==> config.mk <==
export PLATFORM = sky130hd
export DESIGN_NAME = scurve_sweep_ctrl
export DESIGN_NICKNAME = d
export VERILOG_FILES = /design/src/rtl/scurve_pkg.sv /design/src/rtl/scurve_settle_timer.sv /design/src/rtl/scurve_sweep_ctrl.sv
export SDC_FILE = /design/constraint.sdc
export NUM_CORES = 1
export LEC_CHECK = 0
export CORE_MARGIN = 1.5
export CORE_UTILIZATION = 52
export CTS_CLUSTER_SIZE = 24
export DETAILED_ROUTE_END_ITERATION = 10
export PLACE_DENSITY = 0.82
export SLEW_MARGIN = 40
export SYNTH_ARGS = -nofsm -noshare
export SYNTH_HDL_FRONTEND = slang
export SYNTH_SLANG_ARGS = --single-unit
==> constraint.sdc <==
create_clock -name Clk -period 5.69 [get_ports Clk]
set_input_delay 1.138 -clock Clk [delete_from_list [all_inputs] [get_ports Clk]]
set_output_delay 1.138 -clock Clk [all_outputs]
set_load 0.01 [all_outputs]
==> src/rtl/scurve_pkg.sv <==
// -----------------------------------------------------------------------------
// scurve_pkg
// Shared definitions for the S-curve sweep sequencer:
//   - default channel / threshold-DAC widths (their sum forms one 16-bit
//     header word),
//   - the trailer word that closes every sweep in the readout FIFO,
//   - the sweep sequencer state encoding.
// -----------------------------------------------------------------------------
package scurve_pkg;

    localparam int DEF_CHN_WIDTH = 6;
    localparam int DEF_DAC_WIDTH = 10;

    localparam logic [15:0] TRAILER_WORD = 16'hFFFF;

    typedef enum logic [3:0] {
        ST_IDLE,
        ST_LOAD_CFG,
        ST_WAIT_CFG,
        ST_SETTLE,
        ST_HEADER,
        ST_TEST,
        ST_WAIT_DONE,
        ST_NEXT,
        ST_TRAILER,
        ST_DONE
    } sweep_state_t;

endpackage

==> src/rtl/scurve_settle_timer.sv <==
// -----------------------------------------------------------------------------
// scurve_settle_timer
// Loadable down-counter used to let the ASIC thresholds settle after a
// slow-control reload. Loading a value N makes 'zero' rise N cycles later;
// loading 0 gives an immediate 'zero'.
//
// Ports:
//   Clk         system clock
//   reset       synchronous, active-high reset (counter cleared)
//   load        load 'load_value' into the counter this cycle
//   load_value  start value of the countdown
//   zero        high while the counter holds 0
// -----------------------------------------------------------------------------
module scurve_settle_timer
    import scurve_pkg::*;
#(
    parameter int WIDTH = 10
) (
    input  logic             Clk,
    input  logic             reset,
    input  logic             load,
    input  logic [WIDTH-1:0] load_value,
    output logic             zero
);

    logic [WIDTH-1:0] count;

    // The counter parks at zero once it gets there; a fresh load always
    // takes priority so a reload restarts the countdown cleanly.
    always_ff @(posedge Clk) begin
        if (reset) begin
            count <= '0;
        end else if (load) begin
            count <= load_value;
        end else if (count != '0) begin
            count <= count - WIDTH'(1);
        end
    end

    assign zero = (count == '0);

endmodule

==> src/rtl/scurve_sweep_ctrl.sv <==
// -----------------------------------------------------------------------------
// scurve_sweep_ctrl
// Sweep sequencer sitting above the single-channel S-curve tester. It walks
// channels (outer loop) and threshold DAC codes (inner loop). For each point
// it reloads the ASIC slow control, waits for the load plus a settle time,
// writes a {chn, dac} header into the readout FIFO, starts the tester and
// forwards the tester's data words into the same FIFO. A trailer word and a
// done pulse close the sweep.
//
// Ports:
//   Clk, reset            clock, synchronous active-high reset
//   Sweep_Start           start pulse (only honoured when idle)
//   Sweep_Stop            graceful abort request (current point completes)
//   Start_Chn, End_Chn    inclusive channel range, sampled on start
//   Start_DAC, End_DAC    inclusive DAC range, sampled on start
//   DAC_Step              DAC increment, sampled on start (0 behaves as 1)
//   Cfg_Chn, Cfg_DAC      point to load into the ASIC
//   Config_Load           slow-control reload pulse
//   Config_Done           slow-control load complete pulse
//   SCurve_Test_Start     single-channel tester start pulse
//   One_Channel_Done      tester finished (level, may stay high)
//   SCurve_Data(_wr_en)   tester data words and strobe
//   Fifo_Data, Fifo_wr_en merged header/data/trailer stream
//   Sweep_Busy            sweep in progress
//   Sweep_Done            end-of-sweep pulse
// -----------------------------------------------------------------------------
module scurve_sweep_ctrl
    import scurve_pkg::*;
#(
    parameter int CHN_WIDTH     = DEF_CHN_WIDTH,
    parameter int DAC_WIDTH     = DEF_DAC_WIDTH,
    parameter int SETTLE_CYCLES = 1000
) (
    input  logic                 Clk,
    input  logic                 reset,
    input  logic                 Sweep_Start,
    input  logic                 Sweep_Stop,
    input  logic [CHN_WIDTH-1:0] Start_Chn,
    input  logic [CHN_WIDTH-1:0] End_Chn,
    input  logic [DAC_WIDTH-1:0] Start_DAC,
    input  logic [DAC_WIDTH-1:0] End_DAC,
    input  logic [DAC_WIDTH-1:0] DAC_Step,
    output logic [CHN_WIDTH-1:0] Cfg_Chn,
    output logic [DAC_WIDTH-1:0] Cfg_DAC,
    output logic                 Config_Load,
    input  logic                 Config_Done,
    output logic                 SCurve_Test_Start,
    input  logic                 One_Channel_Done,
    input  logic [15:0]          SCurve_Data,
    input  logic                 SCurve_Data_wr_en,
    output logic [15:0]          Fifo_Data,
    output logic                 Fifo_wr_en,
    output logic                 Sweep_Busy,
    output logic                 Sweep_Done
);

    localparam int TIMER_WIDTH = (SETTLE_CYCLES > 1) ? $clog2(SETTLE_CYCLES) : 1;
    localparam logic [TIMER_WIDTH-1:0] SETTLE_LOAD = TIMER_WIDTH'(SETTLE_CYCLES - 1);

    sweep_state_t         state;
    sweep_state_t         state_next;

    logic [CHN_WIDTH-1:0] chn;
    logic [CHN_WIDTH-1:0] end_chn;
    logic [DAC_WIDTH-1:0] dac;
    logic [DAC_WIDTH-1:0] start_dac;
    logic [DAC_WIDTH-1:0] end_dac;
    logic [DAC_WIDTH-1:0] step;
    logic                 stop_flag;
    logic                 ocd_q;
    logic [15:0]          fifo_data;
    logic                 fifo_wr_en;

    logic [DAC_WIDTH:0]   next_dac;
    logic                 dac_past_end;
    logic                 last_point;
    logic                 stop_req;
    logic                 ocd_rise;
    logic                 settle_load;
    logic                 settle_zero;

    // Next DAC code carries one extra bit so stepping past all-ones reads as
    // "beyond the end of the range" instead of silently wrapping to 0.
    // The last channel test uses >= so an inverted channel range sweeps only
    // the start channel.
    assign next_dac     = {1'b0, dac} + {1'b0, step};
    assign dac_past_end = next_dac > {1'b0, end_dac};
    assign last_point   = dac_past_end && (chn >= end_chn);
    assign stop_req     = stop_flag | Sweep_Stop;
    assign ocd_rise     = One_Channel_Done & ~ocd_q;
    assign settle_load  = (state == ST_WAIT_CFG) && Config_Done;

    scurve_settle_timer #(
        .WIDTH (TIMER_WIDTH)
    ) u_settle_timer (
        .Clk        (Clk),
        .reset      (reset),
        .load       (settle_load),
        .load_value (SETTLE_LOAD),
        .zero       (settle_zero)
    );

    // Next-state logic. The tester's done is edge detected so a level left
    // high from the previous point cannot advance the sweep twice.
    always_comb begin
        state_next = state;
        case (state)
            ST_IDLE:      if (Sweep_Start) state_next = ST_LOAD_CFG;
            ST_LOAD_CFG:  state_next = ST_WAIT_CFG;
            ST_WAIT_CFG:  if (Config_Done) state_next = ST_SETTLE;
            ST_SETTLE:    if (settle_zero) state_next = ST_HEADER;
            ST_HEADER:    state_next = ST_TEST;
            ST_TEST:      state_next = ST_WAIT_DONE;
            ST_WAIT_DONE: if (ocd_rise) state_next = ST_NEXT;
            ST_NEXT:      state_next = (stop_req || last_point) ? ST_TRAILER : ST_LOAD_CFG;
            ST_TRAILER:   state_next = ST_DONE;
            ST_DONE:      state_next = ST_IDLE;
            default:      state_next = ST_IDLE;
        endcase
    end

    // State register plus the sweep datapath. Ranges are captured on an
    // accepted start so the host may change its inputs during the sweep.
    // The FIFO port is registered: header and trailer are prepared on the
    // edge that enters their state, and tester words are forwarded with one
    // cycle of latency only while waiting on the tester, so the three
    // sources can never collide.
    always_ff @(posedge Clk) begin
        if (reset) begin
            state      <= ST_IDLE;
            chn        <= '0;
            dac        <= '0;
            end_chn    <= '0;
            start_dac  <= '0;
            end_dac    <= '0;
            step       <= '0;
            stop_flag  <= 1'b0;
            ocd_q      <= 1'b0;
            fifo_data  <= '0;
            fifo_wr_en <= 1'b0;
        end else begin
            state      <= state_next;
            ocd_q      <= One_Channel_Done;
            fifo_wr_en <= 1'b0;

            if (state == ST_IDLE) begin
                if (Sweep_Start) begin
                    chn       <= Start_Chn;
                    dac       <= Start_DAC;
                    end_chn   <= End_Chn;
                    start_dac <= Start_DAC;
                    end_dac   <= End_DAC;
                    step      <= (DAC_Step == '0) ? DAC_WIDTH'(1) : DAC_Step;
                    stop_flag <= 1'b0;
                end
            end else if (Sweep_Stop) begin
                stop_flag <= 1'b1;
            end

            if ((state == ST_NEXT) && (state_next == ST_LOAD_CFG)) begin
                if (dac_past_end) begin
                    dac <= start_dac;
                    chn <= chn + CHN_WIDTH'(1);
                end else begin
                    dac <= next_dac[DAC_WIDTH-1:0];
                end
            end

            if (state_next == ST_HEADER) begin
                fifo_wr_en <= 1'b1;
                fifo_data  <= {chn, dac};
            end else if (state_next == ST_TRAILER) begin
                fifo_wr_en <= 1'b1;
                fifo_data  <= TRAILER_WORD;
            end else if ((state == ST_WAIT_DONE) && SCurve_Data_wr_en) begin
                fifo_wr_en <= 1'b1;
                fifo_data  <= SCurve_Data;
            end
        end
    end

    // Moore outputs decoded from the state; the point registers feed the
    // slow-control bus directly and only change between points.
    assign Cfg_Chn           = chn;
    assign Cfg_DAC           = dac;
    assign Config_Load       = (state == ST_LOAD_CFG);
    assign SCurve_Test_Start = (state == ST_TEST);
    assign Sweep_Busy        = (state != ST_IDLE) && (state != ST_DONE);
    assign Sweep_Done        = (state == ST_DONE);
    assign Fifo_Data         = fifo_data;
    assign Fifo_wr_en        = fifo_wr_en;

endmodule

-- Yosys cells after proc, flatten, opt, wreduce, memory -nomap -nowiden
Index checks and enable logic that the tools add are counted.
- reductions and logical operators: 20
- add/sub/neg operators: 3
- order comparisons: 2
- shift operators: 0
- multiply operators: 0
- divide/modulo/power cells: 0
- muxes and demuxes: 26
- bitwise gates (word level): 3
- eq/ne operators: 14
- operator list (kind ; count):
    10-bit 2-to-1 mux ; 7
    16-bit 2-to-1 mux ; 3
    4-bit case mux with 9 select lines ; 1
    6-bit 2-to-1 mux ; 4
    4-bit by 3-bit equality test with 1-bit output (second input constant) ; 5
    10-bit logical NOT ; 2
    4-bit 2-to-1 mux ; 5
    4-bit equality test (second input constant) ; 3
    10-bit by 10-bit adder with 11-bit output ; 1
    11-bit by 10-bit greater-than comparator with 1-bit output ; 1
    10-bit nonzero test ; 1
    10-bit by 1-bit subtractor with 10-bit output (second input constant) ; 1
    4-bit by 1-bit equality test with 1-bit output (second input constant) ; 2
    4-bit by 2-bit equality test with 1-bit output (second input constant) ; 2
    2-bit nonzero test ; 4
    6-bit by 1-bit adder with 6-bit output (second input constant) ; 1
    6-bit >= comparator ; 1
    1-bit 2-to-1 mux ; 6
    2-bit AND reduction ; 3
    1-bit logical AND ; 5
    4-bit logical NOT ; 1
    4-bit != test (second input constant) ; 1
    4-bit nonzero test ; 1
    3-bit nonzero test ; 1
    6 further kinds ; 6
- bits in latches: 0
- logic and storage cells: 81
- input port bits: 65
- output and inout port bits: 37
- bits in read-only memories: 0
- RAM bits: 0
- memories: 0
- register bits after elaboration: 85

-- Longest topological paths before layout
Gate-level depths: netlist of run 1.
- word-level depth: 10
- mapped depth: 19
- gate-level depth less buffers: 17

-- By module
A second synthesis of run 1 with hierarchy kept.
- cells, all modules: 579
- area, all modules: 4697.0 um^2
- by module, submodules not included (module ; instances ; area each (um^2) ; cells each ; sequential area each (um^2)):
    scurve_sweep_ctrl ; 1 ; 4083.9 ; 506 ; 1501.4
    scurve_settle_timer ; 1 ; 613.1 ; 73 ; 200.2

-- Worst setup path after synthesis of run 1
Ideal clock, no wire load.
- path kind: register -> register
- start point: register dac[0] (netlist: Cfg_DAC[0])
- end point: register fifo_data[10] (netlist: Fifo_Data[10])
- path buffers: 1
- setup slack: 2.071 ns
- arrival: 3.505 ns
- library setup time: 0.114 ns
- stages on the path, launching flop included: 18
- cells stage by stage: dfxtp_1 -> ha_1 -> fa_1 -> nand2_1 -> a21oi_2 -> o21a_1 -> o21ai_0 -> a21oi_1 -> xor2_1 -> ha_1 -> nand3_1 -> or3_1 -> o31ai_2 -> nor3_1 -> o211ai_2 -> buf_6 -> a22oi_1 -> a21o_1
- cells in the longest elaborated chain, start to end: 9
- elaborated cells between the ends (all ways): 11
- those cells by class: add/sub: 1; order compare: 1; eq/ne: 2; mux: 4; reduce/logical: 3
- RTL lines (what ; RTL line ; text):
    start, declared ; scurve_sweep_ctrl.sv:65 ; logic [DAC_WIDTH-1:0] dac;
    start signal, assigned ; scurve_sweep_ctrl.sv:149 ; dac <= Start_DAC;
    start signal, assigned ; scurve_sweep_ctrl.sv:162 ; dac <= start_dac;
    start signal, assigned ; scurve_sweep_ctrl.sv:165 ; dac <= next_dac[DAC_WIDTH-1:0];
    10-bit by 10-bit adder with 11-bit output * ; scurve_sweep_ctrl.sv:86 ; assign next_dac = {1'b0, dac} + {1'b0, step};
    11-bit by 10-bit greater-than comparator with 1-bit output * ; scurve_sweep_ctrl.sv:87 ; assign dac_past_end = next_dac > {1'b0, end_dac};
    1-bit logical AND * ; scurve_sweep_ctrl.sv:88 ; assign last_point = dac_past_end && (chn >= end_chn);
    1-bit logical OR * ; scurve_sweep_ctrl.sv:115 ; ST_NEXT: state_next = (stop_req || last_point) ? ST_TRAILER : ST_LOAD_CFG;
    4-bit 2-to-1 mux * ; scurve_sweep_ctrl.sv:115 ;
    4-bit case mux with 9 select lines * ; scurve_sweep_ctrl.sv:107 ; case (state)
    4-bit equality test ; scurve_sweep_ctrl.sv:172 ; end else if (state_next == ST_TRAILER) begin
    16-bit 2-to-1 mux ; scurve_sweep_ctrl.sv:172 ;
    16-bit 2-to-1 mux ; scurve_sweep_ctrl.sv:169 ; if (state_next == ST_HEADER) begin
    end signal, assigned ; scurve_sweep_ctrl.sv:171 ; fifo_data <= {chn, dac};
    end signal, assigned ; scurve_sweep_ctrl.sv:177 ; fifo_data <= SCurve_Data;
    end, declared ; scurve_sweep_ctrl.sv:71 ; logic [15:0] fifo_data;
Every way passes the cells marked *; elsewhere a longest branch is shown, timed or not.
A chain may end at the register's enable or synchronous reset.

-- Final worst setup path of run 1
- start point: register dac[1] (netlist: Cfg_DAC[1])
- end point: register chn[4] (netlist: Cfg_Chn[4])
- cells in the longest elaborated chain, start to end: 9
- elaborated cells between the ends (all ways): 10
- those cells by class: add/sub: 1; order compare: 1; eq/ne: 1; mux: 4; reduce/logical: 3
- RTL lines (what ; RTL line ; text):
    10-bit by 10-bit adder with 11-bit output * ; scurve_sweep_ctrl.sv:86 ;
    11-bit by 10-bit greater-than comparator with 1-bit output * ; scurve_sweep_ctrl.sv:87 ;
    1-bit logical AND ; scurve_sweep_ctrl.sv:88 ;
    1-bit logical OR ; scurve_sweep_ctrl.sv:115 ;
    4-bit 2-to-1 mux ; scurve_sweep_ctrl.sv:115 ;
    4-bit case mux with 9 select lines ; scurve_sweep_ctrl.sv:107 ;
    4-bit by 1-bit equality test with 1-bit output ; scurve_sweep_ctrl.sv:160 ; if ((state == ST_NEXT) && (state_next == ST_LOAD_CFG)) begin
    1-bit logical AND ; scurve_sweep_ctrl.sv:160 ;
    6-bit 2-to-1 mux * ; scurve_sweep_ctrl.sv:160 ;
    end signal, assigned ; scurve_sweep_ctrl.sv:148 ; chn <= Start_Chn;
    end signal, assigned ; scurve_sweep_ctrl.sv:163 ; chn <= chn + CHN_WIDTH'(1);
    end, declared ; scurve_sweep_ctrl.sv:63 ; logic [CHN_WIDTH-1:0] chn;
Marks and branches as above.

==> summary by stage, run 1 <==
Worst setup path
In this run the worst path has a maximum fanout of 11. The worst endpoint data arrival time is 4.62 ns. STA classifies the critical path startpoint as a flip-flop. STA classifies the critical path endpoint as a flip-flop. The critical path in this run is classified as reg2reg. Measured in cells, the most critical reg-to-reg path has a length of 16. At the worst endpoint, the required time is 5.99 ns.

Placement
The weighted congestion at the end of routability-driven global placement is between 0.9 and 1. The count of buffers added on input and output ports is ~100. Once detailed placement completed, the half-perimeter wirelength came to about 9.1 mm. Counting tap cells, the placed design contains a total of around 770 instances.

Floorplan
The number of ports placed on the die boundary is between 100 and 150. The chip width is 97.43 um. The die covers approximately 9500 um^2. The chip height is 97.43 um. The number of cell rows is 34. The core region is 8678 um^2. The starting utilization of the core area is a little over half.

Cells and area
Of the cells placed in the final design, the portion with a size suffix greater than 1 is 6.973%. The library cells used most frequently in the layout, excluding fill and tap cells, are 124 x sky130_fd_sc_hd__nand2_1, 100 x sky130_fd_sc_hd__clkdlybuf4s50_1, 85 x sky130_fd_sc_hd__dfxtp_1. The most common library cell in the layout ignoring fill and taps is sky130_fd_sc_hd__nand2_1. 0 antenna diodes ended up in the layout. The storage element area is 1702 um^2.

The count of nets after finishing is 765. The final standard cell utilization of the core is 67.86%. The final non-filler cell total is 782. The area growth from synthesis to layout is 27.01%. In the final layout, the multi-input gates occupy 2691 um^2. The number of inserted filler cells in the final layout is 737.

Global route
The first-pass GRT wire length is roughly 20 mm. After global routing the overflow that remains totals 0. met2 is the most crowded layer. The via count of the first global-routing pass is approximately 4,400. Global routing consumed, on the met3 layer, 4.460% of the routing resources. The met1 usage in global routing is between 30% and 40%. Entering global routing, the biggest net connects 49 pins. Global routing consumed, over all layers together, 26.20% of the routing resources. For this run, global-route usage on met2 was measured as 46.58%. The number of antenna violations at the first check in global routing was 0.

Timing
The total count of hold-check failures in the final report is 0. Setup repair after global routing left no endpoint under its margin. The smallest clock period supported by the final layout is computed as 4.320 ns. The period utilization is 75.91%. For the final routed database, the setup TNS stands at 0 ns. The worst max-slew margin expressed relative to the limit is 47.45%. Based on the critical path, the design can be clocked at up to between 200 and 250 MHz. Across the routed clock network, the largest skew measured is roughly 0.0085 ns. The total count of max-transition violations in the final report is 0. Setup violations remaining at the end of the flow were counted as 0. The worst-margin pin slew is between 0.7 and 0.8 ns.

CTS
Post-CTS timing repair inserted 0 buffers for setup. The number of gates given a new drive strength after cts is 0. The number of sinks driven by the clock tree is 85. TritonCTS built the clock tree. The clock-pin slew reported for the worst setup and hold paths after clock tree synthesis is 0.08 ns.

The clock tree synthesis step divided the H-tree into 3 levels. The cell chosen for the clock root is sky130_fd_sc_hd__clkbuf_8. The number of hold buffers added after CTS was 0. No sink is reached through more buffers than the 2 on the longest clock path. The total CTS buffers is 9.

The later pin in the worst-skew pair is clocked with a latency of 0.37 ns.

Synth
The post-synthesis instance area is 4637 um^2. After synthesis the netlist holds a flip-flop and latch count of 85. The number of synthesized flops with an enable pin is 0. Averaged over all synthesized cells, the footprint is 7.940 um^2. In this run, distinct cell masters in the synthesized netlist total 65. The most common flop cell mapped by yosys is sky130_fd_sc_hd__dfxtp_1. Summing the sequential cell areas from Yosys gives between 30% and 40% of the chip area. The number of warning messages in the yosys log is 0. When the netlist entered floorplanning its net count stood at 679. The post-synthesis async set-or-reset flop share is 0%.

Counting every instance in the synthesized netlist gives 584.

Power
In this run the power density over the cells is 357.3 nW/um^2. The leakage power summed over all cells is 0.002444 uW. Across the VDD grid, the largest voltage drop is roughly 0.16 mV.

Worst hold path
Along the worst hold path, the cell count comes to 1. The worst hold path belongs to the class reg2reg.

Drt
Dividing the detail-routed via count by the number of cells gives 5.611. The routed layout has ~4,400 vias. The initial DRC count is 202.

Dividing the detail-routed wire length by the instance count gives 15.72 um. The first-pass iteration count of the detailed router is 5. After detailed routing, the number of remaining DRC violations is 0.

The number of nets with antenna violations after routing is 0. The sum of routed wire length over all layers is 12.29 mm.

Run status
The flow ran to the end, and the final reports show no timing, DRC or antenna violations.

Flow run
The tool flagged a number of max-cap violations equal to 0.
per-stage QoR:
stage          hold WS [ns]  instance area, um^2  total power, uW  setup slack [ns]
3_5_place_dp         0.4401                 5663             1618             1.474
4_1_cts              0.4608                 5887             2104             1.383
2_1_floorplan        0.4357                 4637             1379             2.071
3_3_place_gp         0.4338                 5658             1582             1.604
6_report             0.4584                 5889             2104             1.371
5_1_grt              0.4720                 5889             2237             1.016
path summary, 6_finish.rpt:
path	from	to	slack (ns)
worst max-delay path	Cfg_DAC[1]	Cfg_Chn[4]	1.37
worst min-delay path	Fifo_Data[13]	Fifo_Data[13]	0.46
worst max register to register	Cfg_DAC[1]	Cfg_Chn[4]	1.37
worst min register to register	Fifo_Data[13]	Fifo_Data[13]	0.46
cells by family after synthesis:
kind of cell / after synthesis / synth area share, %
compound gates: 157 / 23.10
xor+xnor: 13 / 2.455
fa+ha+maj: 30 / 8.257
buf+inv: 58 / 5.423
flops: 85 / 36.70
mux: 5 / 1.079
simple gates: 236 / 22.99
synthesized netlist by cell type, drive strengths merged (4+ instances only):
| cell | n | area share (%) |
|---|---|---|
| mux2i | 5 | 1.1 |
| o221ai | 6 | 1.1 |
| a21oi | 73 | 8.0 |
| clkbuf | 14 | 1.1 |
| a31oi | 7 | 0.94 |
| ha | 29 | 7.8 |
| o21ai | 14 | 1.8 |
| nor2 | 44 | 3.8 |
| xor2 | 5 | 0.94 |
| a22oi | 9 | 1.5 |
| xnor2 | 8 | 1.5 |
| nor2b | 7 | 0.94 |
| inv | 29 | 2.3 |
| nand2b | 7 | 0.94 |
| o211ai | 4 | 0.76 |
| nand2 | 128 | 11 |
| nand3 | 13 | 1.5 |
| dfxtp | 85 | 37 |
| o21a | 4 | 0.84 |
| buf | 15 | 1.9 |
| a21o | 20 | 3.3 |
| nor4 | 6 | 1.5 |
| nor3 | 17 | 1.8 |
metal layers:
layer  vias up  share of wire, %
li1       2189                 -
met1      2068                43
met2       118                51
met3        13               4.7
met4         0               1.4
met5         -                 0
registers in the layout, summed over array words and instances (netlist names):
name and count:
Fifo_Data 16, end_chn 6, stop_flag 1, step 10
start_dac 10, end_dac 10, Fifo_wr_en 1, state 4
Cfg_DAC 10, Cfg_Chn 6, ocd_q 1, u_settle_timer.count 10
report_power, final:
part | switching, uW | total [uW] | internal (uW)
Clock | 217 | 487 | 270
Sequential | 83.1 | 764 | 681
Combinational | 488 | 854 | 366
cell type report:
class / count / share of cell area [%]
multi-input cells: 441 / 45.70
well taps: 108 / 2.294
clock inverters: 3 / 1.168
repair buffers: 104 / 17.46
flip-flops and latches: 85 / 28.89
clock buffers: 12 / 2.634
inverters: 29 / 1.848
critical path, stage by stage (launching register included):
cell and delay [ns]:
sky130_fd_sc_hd__dfxtp_1 0.43, sky130_fd_sc_hd__ha_1 0.27, sky130_fd_sc_hd__a21o_1 0.17, sky130_fd_sc_hd__a21boi_0 0.23, sky130_fd_sc_hd__o21ai_0 0.17, sky130_fd_sc_hd__a31o_2 0.27
sky130_fd_sc_hd__a21oi_1 0.20, sky130_fd_sc_hd__xnor2_1 0.11, sky130_fd_sc_hd__ha_1 0.32, sky130_fd_sc_hd__nand3_1 0.11, sky130_fd_sc_hd__or2_1 0.26, sky130_fd_sc_hd__a21oi_2 0.20
sky130_fd_sc_hd__o21a_2 0.22, sky130_fd_sc_hd__or2_0 0.45, sky130_fd_sc_hd__nand2_2 0.24, sky130_fd_sc_hd__or4_1 0.44, sky130_fd_sc_hd__a31oi_1 0.16
Power figures use the tool's default switching activity.
==> inputs of run 2 (changes only) <==
--- a/config.mk
+++ b/config.mk
@@ -6,10 +6,10 @@
 export NUM_CORES = 1
 export LEC_CHECK = 0
 export CORE_MARGIN = 1.5
-export CORE_UTILIZATION = 52
+export CORE_UTILIZATION = 51
 export CTS_CLUSTER_SIZE = 24
 export DETAILED_ROUTE_END_ITERATION = 10
-export PLACE_DENSITY = 0.82
+export PLACE_DENSITY = 0.8
 export SLEW_MARGIN = 40
 export SYNTH_ARGS = -nofsm -noshare
 export SYNTH_HDL_FRONTEND = slang
==> constraint.sdc (replaced) <==
create_clock -name Clk -period 4 [get_ports Clk]
set_input_delay 0.8 -clock Clk [delete_from_list [all_inputs] [get_ports Clk]]
set_output_delay 0.8 -clock Clk [all_outputs]
set_load 0.01 [all_outputs]
==> run 2 against run 1 <==
  * Critical path depth rose by 1
  * Power grew 41%
  * Die area rose by 1.9%
  * Register-to-register slack got worse by 1.2 ns
  * Combinational power rose by 49%
  * Worst hold slack got worse by 0.00096 ns
  * Global-route usage down 1.2 points
  * Via count fell by 0.55%
  * First-iteration DRC count rose by 25%
==> summary by stage, run 2 (synthesis gave the netlist of run 1 again) <==
Worst setup path
The required time of the critical path is 4.23 ns. The worst setup path startpoint is Cfg_DAC[0]. STA puts the critical path data arrival time at 4.07 ns. The critical register-to-register path endpoint is Cfg_DAC[1]. The worst register-to-register path has a depth of 17. The startpoint-to-endpoint class of the critical path is reg2reg. In this run the register-to-register setup slack is 0.16 ns. The timing endpoint of the critical path is Cfg_DAC[1]. The startpoint of the lowest-slack register-to-register path is Cfg_DAC[0]. The highest net fanout along the worst path is 7. The sort of element at the end of the critical path is a flip-flop. The element type at the critical path start is a flip-flop.

Timing
The worst max-slew margin expressed relative to the limit is 46.35%. The clock period could shrink to about 3.8 ns. The total count of hold-check failures in the final report is 0. On the final layout, the worst clock skew is 0.01193 ns. Based on the critical path, the design can be clocked at up to between 200 and 300 MHz. Setup violations remaining at the end of the flow were counted as 0. The period utilization is 96.00%.

In the post-route analysis, the smallest setup slack over all paths is approximately 0.16 ns. The total count of max-transition violations in the final report is 0. Final hold analysis gives a worst-case slack of 0.4574 ns. Setup repair after global routing left no endpoint under its margin. For the pin with the worst max-slew slack, the measured transition is 0.8031 ns.

Placement
The placed cell count is 771. The post-placement setup slack is -0.07495 ns. Once detailed placement completed, the half-perimeter wirelength came to 9.083 mm. Input and output buffers added on the ports amount to 101. The congestion estimate from routability-driven global placement came to 0.8828.

CTS
The number of levels in the clock H-tree is 3. The cell chosen for the clock root is sky130_fd_sc_hd__clkbuf_8. TritonCTS built the clock tree.

Counting along the longest clock path gives a buffer depth of 2. The clock-pin slew reported for the worst setup and hold paths after clock tree synthesis is 0.09 ns. In this run, post-CTS hold repair placed 0 buffers. TritonCTS created 9 clock buffers.

The number of sinks driven by the clock tree is 85. The clock latency on the worst-skew pair is 0.36 ns.

Worst hold path
The worst hold path stage count is 1. The tightest min-delay check is of the reg2reg type.

Cells and area
From synthesis to final layout, the design area changed by 28.49%. The number of flip-flops in the largest register is 16. The ratio of cells with drive above 1 in the final layout is 8.358%. The final layout contains ~770 nets. The number of antenna diodes in the final layout is 0. In the layout the commonest cells are 125 x sky130_fd_sc_hd__nand2_1, 100 x sky130_fd_sc_hd__clkdlybuf4s50_1, 84 x sky130_fd_sc_hd__dfxtp_1. Cells fill 67.99% of the core in the end. The library cell used most frequently in the layout, excluding fill and tap cells, is sky130_fd_sc_hd__nand2_1. The finished layout holds 790 standard cells, fillers aside.

Floorplan
Row generation in the floorplan step produced 34 rows. The number of ports placed on the die boundary is between 100 and 150. In this run the vertical extent of the chip is 98.35 um. The chip width is just under 100 um. The die covers approximately 9700 um^2. The starting utilization of the core area is 52.91%. The core region is 8763 um^2.

Global route
The number of antenna violations at the first check in global routing is 0. The first-pass GRT wire length is 19.66 mm. The via count of the first global-routing pass was 4,256. The overflow left after global routing is 0.

The largest net degree at the start of global routing is between 60 and 70. The global-route total usage across every layer is 24.99%.

Drt
Across all layers, the routed design uses 4,364 vias. The pre-antenna-repair detailed-routing pass consisted of 5 iterations. After detailed routing, the average wire length per cell comes to roughly 15 um. The count of unresolved DRC violations after routing is 0. The number of nets with antenna violations after routing is 0. After the first detailed-routing iteration, the DRC count stood at about 250. For this block, the routed nets add up to 12.22 mm of wire.

The average via count per standard cell is 5.524.

Flow run
Max-cap violations in this run came to 0.

Power
In this run the static leakage power is 0.002466 uW. In this run the power density over the cells is roughly 500 nW/um^2. The peak supply drop is 0.2515 mV.

Run status
The run finished with clean final reports.
-- run 2: cell count changes in the layout (fill, tap and decap cells not counted), sizes merged --
cell      previous run  this run
clkinvlp             0         2
inv                 29        30
buf                  4        11
bufinv               2         1
clkinv               1         2
clkbuf              12        10
-- run 2: critical path, cell delays in order (launching register included) --
cell,delay (ns)
sky130_fd_sc_hd__dfxtp_1,0.34
sky130_fd_sc_hd__ha_1,0.24
sky130_fd_sc_hd__fa_2,0.38
sky130_fd_sc_hd__nand2_1,0.11
sky130_fd_sc_hd__a21oi_2,0.09
sky130_fd_sc_hd__o21a_1,0.18
sky130_fd_sc_hd__o21ai_1,0.15
sky130_fd_sc_hd__a21oi_1,0.09
sky130_fd_sc_hd__xor2_1,0.16
sky130_fd_sc_hd__ha_1,0.31
sky130_fd_sc_hd__nand3_1,0.12
sky130_fd_sc_hd__or3_4,0.44
sky130_fd_sc_hd__o31ai_4,0.24
sky130_fd_sc_hd__o21a_4,0.19
sky130_fd_sc_hd__nor2_1,0.07
sky130_fd_sc_hd__o41ai_4,0.31
sky130_fd_sc_hd__buf_6,0.18
sky130_fd_sc_hd__o221ai_1,0.12
-- run 2: worst min-delay path by stage --
stage / startpoint / end
3_3_place_gp: Fifo_Data[13] / Fifo_Data[13]
4_1_cts: end_dac[8] / end_dac[8]
5_1_grt: end_chn[1] / end_chn[1]
2_1_floorplan: start_dac[1] / start_dac[1]
3_5_place_dp: Fifo_Data[9] / Fifo_Data[9]
6_report: Fifo_Data[15] / Fifo_Data[15]
-- run 2: final cells by class --
| type | instances | area, um^2 |
|---|---|---|
| tap | 108 | 135.1 |
| inverter | 29 | 108.9 |
| sequential | 85 | 1703 |
| timing repair buffer | 111 | 1097 |
| clock inverter | 6 | 71.32 |
| clock buffer | 10 | 127.6 |
| multi-input combinational | 441 | 2715 |
| fill | 740 | 2805 |
-- run 2: through the flow --
step / setup TNS, ns / total power [uW] / instance area (um^2)
2_1_floorplan: 0 / 1961 / 4637
3_3_place_gp: 0 / 2281 / 5688
3_5_place_dp: -1.146 / 2326 / 5690
4_1_cts: 0 / 2953 / 5927
5_1_grt: 0 / 3154 / 5958
6_report: 0 / 2968 / 5958
-- run 2: where the power goes --
group	switching, uW	internal (uW)
Clock	319	293
Combinational	712	554
Sequential	121	969
Total	1150	1820
-- run 2: what timing repair did --
item	CTS	global route
gates resized for setup	2	9
pin swaps	2	2
endpoints found under the setup margin	24	27
buffers inserted	2	1
cloned	0	0
-- run 2: per-layer routing --
| layer | routed length [um] | global-route usage (%) | vias to the layer above |
|---|---|---|---|
| met2 | 6220 | 44.36 | 131 |
| met5 | 0 | 0 | - |
| met4 | 188 | 7.259 | 0 |
| met1 | 5175 | 29.88 | 2018 |
| met3 | 637 | 6.013 | 16 |
| li1 | - | - | 2199 |
==> inputs of run 3 (changes only) <==
--- a/config.mk
+++ b/config.mk
@@ -7,9 +7,9 @@
 export LEC_CHECK = 0
 export CORE_MARGIN = 1.5
 export CORE_UTILIZATION = 51
-export CTS_CLUSTER_SIZE = 24
 export DETAILED_ROUTE_END_ITERATION = 10
 export PLACE_DENSITY = 0.8
+export SETUP_SLACK_MARGIN = 0.05
 export SLEW_MARGIN = 40
 export SYNTH_ARGS = -nofsm -noshare
 export SYNTH_HDL_FRONTEND = slang
==> run 3 against run 2 <==
  * Worst hold slack is essentially flat
  * Via count is 0.11% higher
  * Clock skew hardly changed
  * Largest cell class unchanged
==> summary by stage, run 3 (synthesis gave the netlist of run 1 again) <==
Timing
The worst max-slew margin expressed relative to the limit is 46.88%. The summed negative setup slack over all endpoints is 0 ns. Setup repair after global routing left no endpoint under its margin. The setup slack of the critical path after layout is 0.1600 ns. The worst-margin pin slew is 0.7952 ns. The final setup violation count is 0.

The worst path uses 96.00% of the clock period. The total count of max-transition violations in the final report is 0. The total count of hold-check failures in the final report is 0. The peak clock frequency supported by timing is 260.4 MHz.

The smallest clock period supported by the final layout is computed as 3.840 ns. The worst clock skew is approximately 0.012 ns.

Worst setup path
The startpoint-to-endpoint class of the critical path is reg2reg. The element type at the critical path start is a flip-flop. The top cell family by delay on the critical path is compound AO/OA/AOI/OAI gates. For this design, the slowest cell found on the critical path is sky130_fd_sc_hd__or3_4. For the worst setup path, the data required time is between 4 and 5 ns.

The worst endpoint data arrival time is 4.07 ns. The worst register-to-register path has a setup slack of 0.16 ns. The critical path goes through ha_1 -> fa_2 -> nand2_1 -> a21oi_2 -> o21a_1 -> o21ai_1 -> a21oi_1 -> xor2_1 -> ha_1 -> nand3_1 -> or3_4 -> o31ai_4 -> o21a_4 -> nor2_1 -> o41ai_4 -> buf_6 -> o221ai_1. Counting stages on the worst path, the most repeated cell is sky130_fd_sc_hd__ha_1. Counting both buffers and inverters, the worst setup path holds a total of 1. The longest individual stage delay on the worst path is around 0.44 ns. Along the worst path, the maximum fanout reaches 7. The worst setup path is captured at a flip-flop.

Floorplan
The number of cell rows is 34. The starting utilization of the core area is 52.91%. The number of ports placed on the die boundary is 102. The area of the core is 8763 um^2. The die area is 9673 um^2. In this run the vertical extent of the chip is 98.35 um. The chip width is slightly below 100 um.

Power
Dividing total power by cell area gives a power density of 498.4 nW/um^2. IR analysis of the VDD net gives a maximum drop of 0.2518 mV. In this run the static leakage power is 0.002466 uW.

Drt
Dividing the detail-routed wire length by the instance count gives 15.49 um. The routed layout has 4,369 vias. The sum of routed wire length over all layers is 12.24 mm. The initial DRC count is 270.

Using the TritonRoute via totals, the vias-per-cell ratio works out to approximately 5.5. The count of nets left with antenna violations once routing finished came out at 0. The first detailed-routing pass ran for 5 iterations.

The count of unresolved DRC violations after routing is 0.

Cells and area
The ratio of cells with drive above 1 in the final layout is 8.358%. The top cell types in the final layout, fill and taps aside, are 125 x sky130_fd_sc_hd__nand2_1, 100 x sky130_fd_sc_hd__clkdlybuf4s50_1, 84 x sky130_fd_sc_hd__dfxtp_1. The number of flip-flops in the largest register is 16. The area growth from synthesis to layout is 28.49%.

0 antenna diodes ended up in the layout. For this run, the post-layout net count is 772. The most common library cell in the layout ignoring fill and taps is sky130_fd_sc_hd__nand2_1.

CTS
Counting the buffers created by CTS gives 9. For the worst-skew pair, the clock arrives at the later sink with an insertion delay of approximately 0.36 ns. In this run the number of H-tree levels came out at 3.

The number of sinks driven by the clock tree is between 80 and 90. The clock-pin slew reported for the worst setup and hold paths after clock tree synthesis is approximately 0.09 ns. The longest clock path from root to sink contains 2 buffers. The number of hold buffers added after CTS was 0. The TritonCTS clock tree is built.

The cell chosen for the clock root is sky130_fd_sc_hd__clkbuf_8.

Flow run
The tool flagged a number of max-cap violations equal to 0.

Global route
Entering global routing, the biggest net connects 63 pins. Global routing consumed, over all layers together, between 20% and 30% of the routing resources. The via count of the first global-routing pass came to 4,246.

The number of antenna violations at the first check in global routing is 0. The overflow left after global routing is 0. The first global-routing pass estimated 19.63 mm of wire.

Run status
The flow ran to the end, and the final reports show no timing, DRC or antenna violations.

Placement
At the end of routability-driven placement, the weighted congestion stood at 0.8828. The wire-length estimate of the detail-placed layout is 9.083 mm. The count of input and output buffers is slightly above 100.

At the placement stage, the worst setup path has a slack of -0.07495 ns.

Worst hold path
The worst hold path class is reg2reg.
## run 3: worst paths after layout
kind / startpoint / endpoint / depth (start not counted)
worst max register to register: Cfg_DAC[0] / Cfg_DAC[1] / 17
worst min-delay path: Fifo_Data[15] / Fifo_Data[15] / 1
worst min register to register: Fifo_Data[15] / Fifo_Data[15] / 1
worst max-delay path: Cfg_DAC[0] / Cfg_DAC[1] / 17
## run 3: timing repair
item / CTS / global route
gates resized for setup: 5 / 6
hold endpoints to repair: 0 / 0
pin swaps: 2 / 1
buffers inserted: 2 / 1
setup endpoints to repair: 24 / 27
## run 3: where the power goes
part,internal [uW],switching [uW]
logic,555,711
clock network,293,321
registers,969,120
## run 3: layer usage
metal / track usage, % / vias to the layer above / routed length, um
li1: - / 2198 / -
met1: 30.10 / 2013 / 5117
met3: 5.583 / 16 / 688
met5: 0 / - / 0
met4: 6.609 / 0 / 189
met2: 44.63 / 142 / 6243
## run 3: per-stage QoR
| step | hold WS (ns) | area, um^2 | instances | utilization [%] | power (uW) |
|---|---|---|---|---|---|
| global placement | 0.4385 | 5688 | 771 | 64.91 | 2281 |
| detailed placement | 0.4425 | 5690 | 771 | 64.93 | 2326 |
| finish | 0.4574 | 5958 | 790 | 67.99 | 2970 |
| global route | 0.4750 | 5958 | 790 | 67.99 | 3154 |
| CTS | 0.4595 | 5932 | 789 | 67.69 | 2957 |
| floorplan | 0.4357 | 4637 | 584 | - | 1961 |
## run 3: final cells by class
cell class / count / area, um^2
Timing Repair Buffer: 111 / 1097
Sequential cell: 85 / 1703
Fill cell: 740 / 2805
Inverter: 29 / 108.9
Tap cell: 108 / 135.1
Clock inverter: 6 / 71.32
Clock buffer: 10 / 127.6
Multi-Input combinational cell: 441 / 2715
